## src/rtl/pulse_stretcher.sv

```systemverilog
// pulse_stretcher: multi-channel retriggerable one-shot.
// Turns single-cycle trigger pulses into levels held for `duration` enable ticks.
//
// Ports:
//   clk       system clock, all logic on posedge
//   rst       synchronous reset, active-high
//   enable    timebase tick; active counts decrement only when high
//   trig      per-channel start pulse (sampled every cycle)
//   clear     per-channel abort (sampled every cycle, highest priority)
//   duration  hold length in ticks, latched per channel on load/reload
//   out       registered stretched level per channel (asserted = ~INVERT)
//   busy      registered, high while any channel is active
module pulse_stretcher #(
    parameter int unsigned WIDTH     = 1,
    parameter int unsigned COUNT_W   = 8,
    parameter int unsigned RETRIGGER = 1,
    parameter int unsigned INVERT    = 0
) (
    input  logic               clk,
    input  logic               rst,
    input  logic               enable,
    input  logic [WIDTH-1:0]   trig,
    input  logic [WIDTH-1:0]   clear,
    input  logic [COUNT_W-1:0] duration,
    output logic [WIDTH-1:0]   out,
    output logic               busy
);

    localparam logic RETRIG_EN = (RETRIGGER != 0);
    localparam logic INV       = (INVERT != 0);

    // Per-channel state: bit i set means channel i is ACTIVE.
    logic [WIDTH-1:0]   active_q;
    logic [WIDTH-1:0]   active_d;
    logic [COUNT_W-1:0] cnt_q [WIDTH];
    logic [COUNT_W-1:0] cnt_d [WIDTH];

    logic [WIDTH-1:0]   out_d;
    logic               busy_d;

    // A trigger loads the counter when idle, or reloads it when retriggering is enabled.
    // A zero duration never loads, so an active channel then just keeps ticking.
    logic               dur_nz_c;
    logic [WIDTH-1:0]   load_c;

    assign dur_nz_c = (duration != '0);
    assign load_c   = trig & {WIDTH{dur_nz_c}} & (~active_q | {WIDTH{RETRIG_EN}});

    // State register plus registered outputs, all updated from next-state values.
    always_ff @(posedge clk) begin
        if (rst) begin
            active_q <= '0;
            for (int i = 0; i < int'(WIDTH); i++) begin
                cnt_q[i] <= '0;
            end
            out  <= {WIDTH{INV}};
            busy <= 1'b0;
        end else begin
            active_q <= active_d;
            for (int i = 0; i < int'(WIDTH); i++) begin
                cnt_q[i] <= cnt_d[i];
            end
            out  <= out_d;
            busy <= busy_d;
        end
    end

    // Next-state logic; priority per channel is clear > trig > enable tick.
    always_comb begin
        active_d = active_q;
        cnt_d    = cnt_q;
        for (int i = 0; i < int'(WIDTH); i++) begin
            if (clear[i]) begin
                active_d[i] = 1'b0;
                cnt_d[i]    = '0;
            end else if (load_c[i]) begin
                // The tick in a load/reload cycle is deliberately dropped.
                active_d[i] = 1'b1;
                cnt_d[i]    = duration;
            end else if (active_q[i] && enable) begin
                if (cnt_q[i] == COUNT_W'(1)) begin
                    active_d[i] = 1'b0;
                    cnt_d[i]    = '0;
                end else begin
                    cnt_d[i] = cnt_q[i] - COUNT_W'(1);
                end
            end
        end
    end

    // Output decode from next state so out/busy change in the same cycle as the state.
    always_comb begin
        out_d  = active_d ^ {WIDTH{INV}};
        busy_d = |active_d;
    end

endmodule

```

## config.mk

```make
export PLATFORM = sky130hd
export DESIGN_NAME = pulse_stretcher
export DESIGN_NICKNAME = d
export VERILOG_FILES = /design/src/rtl/pulse_stretcher.sv
export SDC_FILE = /design/constraint.sdc
export NUM_CORES = 1
export LEC_CHECK = 0
export ABC_AREA = 1
export CORE_MARGIN = 3
export CORE_UTILIZATION = 47
export DETAILED_ROUTE_END_ITERATION = 8
export PLACE_DENSITY_LB_ADDON = 0.08
export SLEW_MARGIN = 25
export SYNTH_ARGS = -nofsm -noshare
export SYNTH_HDL_FRONTEND = slang
export SYNTH_SLANG_ARGS = --single-unit
```

## constraint.sdc

```tcl
create_clock -name clk -period 3.43 [get_ports clk]
set_clock_uncertainty 0.2 [all_clocks]
set_input_delay 0.343 -clock clk [delete_from_list [all_inputs] [get_ports clk]]
set_output_delay 0.343 -clock clk [all_outputs]
set_load 0.01 [all_outputs]
```

== Word-level counts from Yosys, hierarchy flattened ==
Cells that the tools add are included.
Widths: inputs -> output; s select.

* Reduce and logical (&&, ||, !) cells: 6
* Multiplexer cells: 6
* Add/subtract/negate cells: 1
* Bitwise logic cells: 1
* Equality and inequality tests: 1

{| class="wikitable"
|+ Operators with widths
! kind !! number
|-
| $mux 8 || 3
|-
| $eq 8x1->1 const B || 1
|-
| $reduce_bool 8->1 || 1
|-
| $sub 8x1->8 const B || 1
|-
| $reduce_bool 2->1 || 2
|-
| $mux 1 || 3
|-
| $reduce_and 2->1 || 1
|-
| $reduce_or 2->1 || 1
|-
| $and 1x1->1 || 1
|-
| $logic_and 1x1->1 || 1
|}

* Input port bits: 13
* Bits in registers: 9
* Word-level logic and storage cells: 17
* Output and inout bits: 2

== Logic depth before layout (Yosys ltp) ==
* Word-level depth: 4
* Depth in mapped cells: 9
* Mapped depth without buffers: 9

== Least setup slack after synthesis ==
Ideal clock, no wire load.

* Kind: flip-flop to flip-flop
* Start: register cnt_q[0] (netlist bit)
* End: register cnt_q[6] (netlist bit)
* Arrival time: 1061 ps
* Buffers on the path: 0
* Data required time: 3114 ps
* Period minus slack after synthesis: 1377 ps
* Setup slack: 2053 ps
* Stages on the path, launching flop included: 8
* Setup time: 116 ps
* Cells stage by stage: dfxtp_1 inv_1 ha_1 nand3_1 xor2_1 nor2_1 nor2_1 nor2_1

* Cells in the longest elaborated chain, start to end: 4
* Elaborated cells on any way between the ends: 5
* Those cells by class: 1 x add/sub; 1 x eq/ne; 3 x mux

{| class="wikitable"
|+ Ends and longest elaborated chain
! item !! RTL line !! source
|-
| start, declared || 35 || <nowiki>logic [COUNT_W-1:0] cnt_q [WIDTH];</nowiki>
|-
| start signal, assigned by index || 61 || <nowiki>cnt_q[i] <= cnt_d[i];</nowiki>
|-
| $sub 8x1->8 or $eq 8x1->1 (tied branches) || 85, 81 ||
|-
| $mux 8 * || 81 || <nowiki>if (cnt_q[i] == COUNT_W'(1)) begin</nowiki>
|-
| $mux 8 * || 80 || <nowiki>end else if (active_q[i] && enable) begin</nowiki>
|-
| $mux 8 * || 76 || <nowiki>end else if (load_c[i]) begin</nowiki>
|}

Every way passes the cells marked *; elsewhere a longest branch is shown, timed or not. The select of a mux whose other input is x is not followed.
A chain may end at the register's enable or synchronous reset.

== Worst setup path in the final report ==
* Start: input duration[0]
* End: register cnt_q[6] (netlist bit)

* Cells in the longest elaborated chain, start to end: 3
* Elaborated cells on any way between the ends: 4
* Those cells by class: 1 x mux; 1 x bitwise; 2 x reduce/logical

{| class="wikitable"
|+ Ends and longest elaborated chain
! item !! RTL line !! source
|-
| start, declared || 24 || <nowiki>input logic [COUNT_W-1:0] duration,</nowiki>
|-
| $reduce_bool 8->1 * || 46 || <nowiki>assign dur_nz_c = (duration != '0);</nowiki>
|-
| $and 1x1->1 * || 47 || <nowiki>assign load_c = trig & {WIDTH{dur_nz_c}} & (~active_q | {WIDTH{RETRIG_EN}});</nowiki>
|-
| $mux 8 or $reduce_bool 2->1 (tied branches) || - ||
|}

Every way passes the cells marked *; elsewhere a longest branch is shown, timed or not.

==> run_results.csv <==
group,metric,value,unit
outcome,status,"complete, no violations",
sta,max_freq,578,MHz
cts,postCtsHoldBufs,0,
place,dp_cells,141,
critical_path,crit_end,"cnt_q[6]",
cts,clockBufferDepth,2,
critical_path,cpMostUsedCell,"nor2_1",
cts,cts-buffers-inserted,3,
detailed_routing,drt_pass1_iterations,4,
critical_path,start_kind,"primary input",
synth,syn-num-nets,130,
power_and_ir_drop,p_leak,0.406,nW
synth,synth_most_common_cell,"nand2_1",
critical_path,r2r_start,"cnt_q[0]",
cts,cts_sinks,9,
critical_path,cp-end-kind,"flop",
cts,clkTransAtPathRegs,0.07,ns
place,io_buffers,14,
detailed_routing,route.vias.total,739,
synth,synthCells,115,
critical_path,critical_path_depth,8,
critical_path,crit_path_top_delay_cell,"clkdlybuf4s50_1",
final_layout,fin_area,857,um^2
synth,synthDistinctLibCells,21,
sta,tightestPinTransition,0.398,ns
sta,slew_headroom,73.4,%
worst_hold_path,hold_class,"reg2reg",
synth,yosysSeqAreaShare,25.9,%
synth,synth_top_area_share,25.9,%
synth,synth_edf_count,0,
global_route,grt_max_degree,16,
die,die-height,44.5,um
final_layout,area_delta_synth_final,23.2,%
synth,synth_xor_area_share,3.78,%
cts,cts_root_buf,"clkbuf_4",
synth,yosys_warnings,0,
synth,synth_ff_type,"dfxtp_1",
power_and_ir_drop,ir_drop,0.199,mV
detailed_routing,first_iter_violations,16,
detailed_routing,wl_per_cell,11.2,um
cts,post_cts_buffers,0,
critical_path,ff2ff_setup_slack,1.89,ns
place,dp_hpwl,1220,um
sta,setup_viol,0,
critical_path,critPathRequiredTime,3.44,ns
synth,synth_area_leaders,"dfxtp_1, nand3_1, nand2_1",
synth,synth_top_family_by_area,"simple AND/OR/NAND/NOR gates",
synth,postSynthAreaPerCell,6.05,um^2
critical_path,arrival,1.75,ns
place,gp_congestion,0.816,
sta,finalHoldViolCount,0,
synth,synthAdderAreaFrac,3.60,%
synth,synth-simple-area-share,45.9,%
die,start_util,51.5,%
critical_path,rr_worst_depth,8,
sta,rsz0062_at_grt,"no",
synth,synth_common_cells,"nand2_1, nor2_1, nand3_1",
power_and_ir_drop,power_density,317,nW/um^2
critical_path,startpoint,"duration[0]",
sta,finalSetupTns,0,ns
die,die_x,44.5,um
sta,final-max-slew-violation-count,0,
critical_path,cpLargestDelayFamily,"simple AND/OR/NAND/NOR gates",
die,die_area,1980,um^2
cts,h-tree-depth,1,
sta,finalCriticalPeriod,1.73,ns
critical_path,cp_num_buf_inv,1,
critical_path,crit_fanout,15,
die,fp.coreArea,1350,um^2
synth,synth_area,696,um^2
synth,async_flop_share,0,%
critical_path,max_stage_delay,0.43,ns
synth,muxShareOfSynthArea,0,%
final_layout,drive_above_1_share,7.69,%
detailed_routing,ant_nets,0,
die,rows,13,
global_route,grt_use_total,19.1,%
run,maxCapViolCount,0,
cts,cts_tree,"yes",
detailed_routing,via_per_inst,5.10,
final_layout,fin_nets,146,
die,pin_count,15,
global_route,grt_pass1_vias,685,
detailed_routing,drc,0,
synth,synth_compound_area_share,8.81,%
global_route,antenna_found_initial,0,
final_layout,antenna_cells,0,
place,place_area,831,um^2
detailed_routing,routed_wirelength,1630,um
synth,synth_seq_cells,9,
critical_path,path_class,"in2reg",
global_route,overflow,0,
cts,cts_resized,0,
sta,min_period_over_period,50.5,%
critical_path,r2r_end,"cnt_q[2]",
final_layout,nFillCells,140,
global_route,grt_pass1_wl,2800,um
synth,synth_area_leader_cell,"dfxtp_1",
critical_path,worstPathCellList,"clkdlybuf4s50_1, nor2_2, nand2_2, o21ai_4, nand3_1, nor2_1, nor2_1, nor2_1",
cts,clock_latency,0.27,ns
final_layout,final_cells,145,
[how the worst min path moves through the flow]
stage                  start       end  slack, ns  depth (start not counted)
floorplan           cnt_q[1]  cnt_q[1]       0.29                          2
global placement    active_q  active_q       0.32                          2
detailed placement  active_q  active_q       0.33                          2
CTS                 active_q  active_q       0.34                          2
global route        active_q  active_q       0.40                          2
finish              active_q  active_q       0.34                          2
[registers in the layout (all words and copies together) (netlist names)]
signal,count
cnt_q,8
active_q,1
[tightest hold or removal path: cells and delay by family (launching register included)]
family             cells  cell delay (ns)
AOI/OAI and AO/OA      2             0.16
DFF                    1             0.33
[routing by layer]
layer,wire [um],share of wire [%],GRT usage [%],vias up
met1,760,47,24.5,325
met2,759,47,30.4,17
met4,27,1.7,7.23,0
met5,0,0,0,-
met3,80,4.9,4.88,6
li1,-,-,-,391
[stage by stage]
stage          util, %  hold WS [ns]  power, mW  setup slack [ns]
2_1_floorplan        -         0.285      0.161              2.05
3_3_place_gp      61.5         0.321      0.185              1.41
3_5_place_dp      61.5         0.330      0.185              1.42
4_1_cts           63.5         0.340      0.272              1.69
5_1_grt           63.5         0.400      0.287              1.57
6_report          63.5         0.338      0.272              1.70
[power breakdown]
part           internal, mW  leakage [nW]  switching, mW  total [mW]
clock network        0.0451        0.0150         0.0432      0.0883
logic                0.0333         0.317         0.0368      0.0701
registers             0.109        0.0735        0.00445       0.113
[area by class of cell]
cell class / instances / area, um^2 / share of cell area, %
Timing Repair Buffer: 14 / 140 / 16.4
Sequential cell: 9 / 180 / 21.0
Clock buffer: 4 / 26.3 / 3.07
Multi-Input combinational cell: 87 / 432 / 50.4
Tap cell: 15 / 18.8 / 2.19
Inverter: 16 / 60.1 / 7.01
[placed cells by master (no fill, tap or decap), drive strengths merged]
cell           netlist  routed
nand2               27      27
nor2                25      25
nand3               20      20
inv                 16      16
clkdlybuf4s50        0      14
dfxtp                9       9
a21oi                5       5
clkbuf               0       4
xor2                 2       2
ha                   2       2
o21ai                2       2
nand4                1       1
xnor2                1       1
a211oi               1       1
o211ai               1       1
[cells by family (layout without fill, tap and decap cells)]
kind of cell | Yosys count | after routing
AO/OA/AOI/OAI | 9 | 9
XOR/XNOR | 3 | 3
adder cells (fa/ha/maj) | 2 | 2
buffers and inverters | 19 | 34
flip-flops | 9 | 9
AND/OR/NAND/NOR | 73 | 73
No activity file was read; power rests on OpenSTA's default activity.
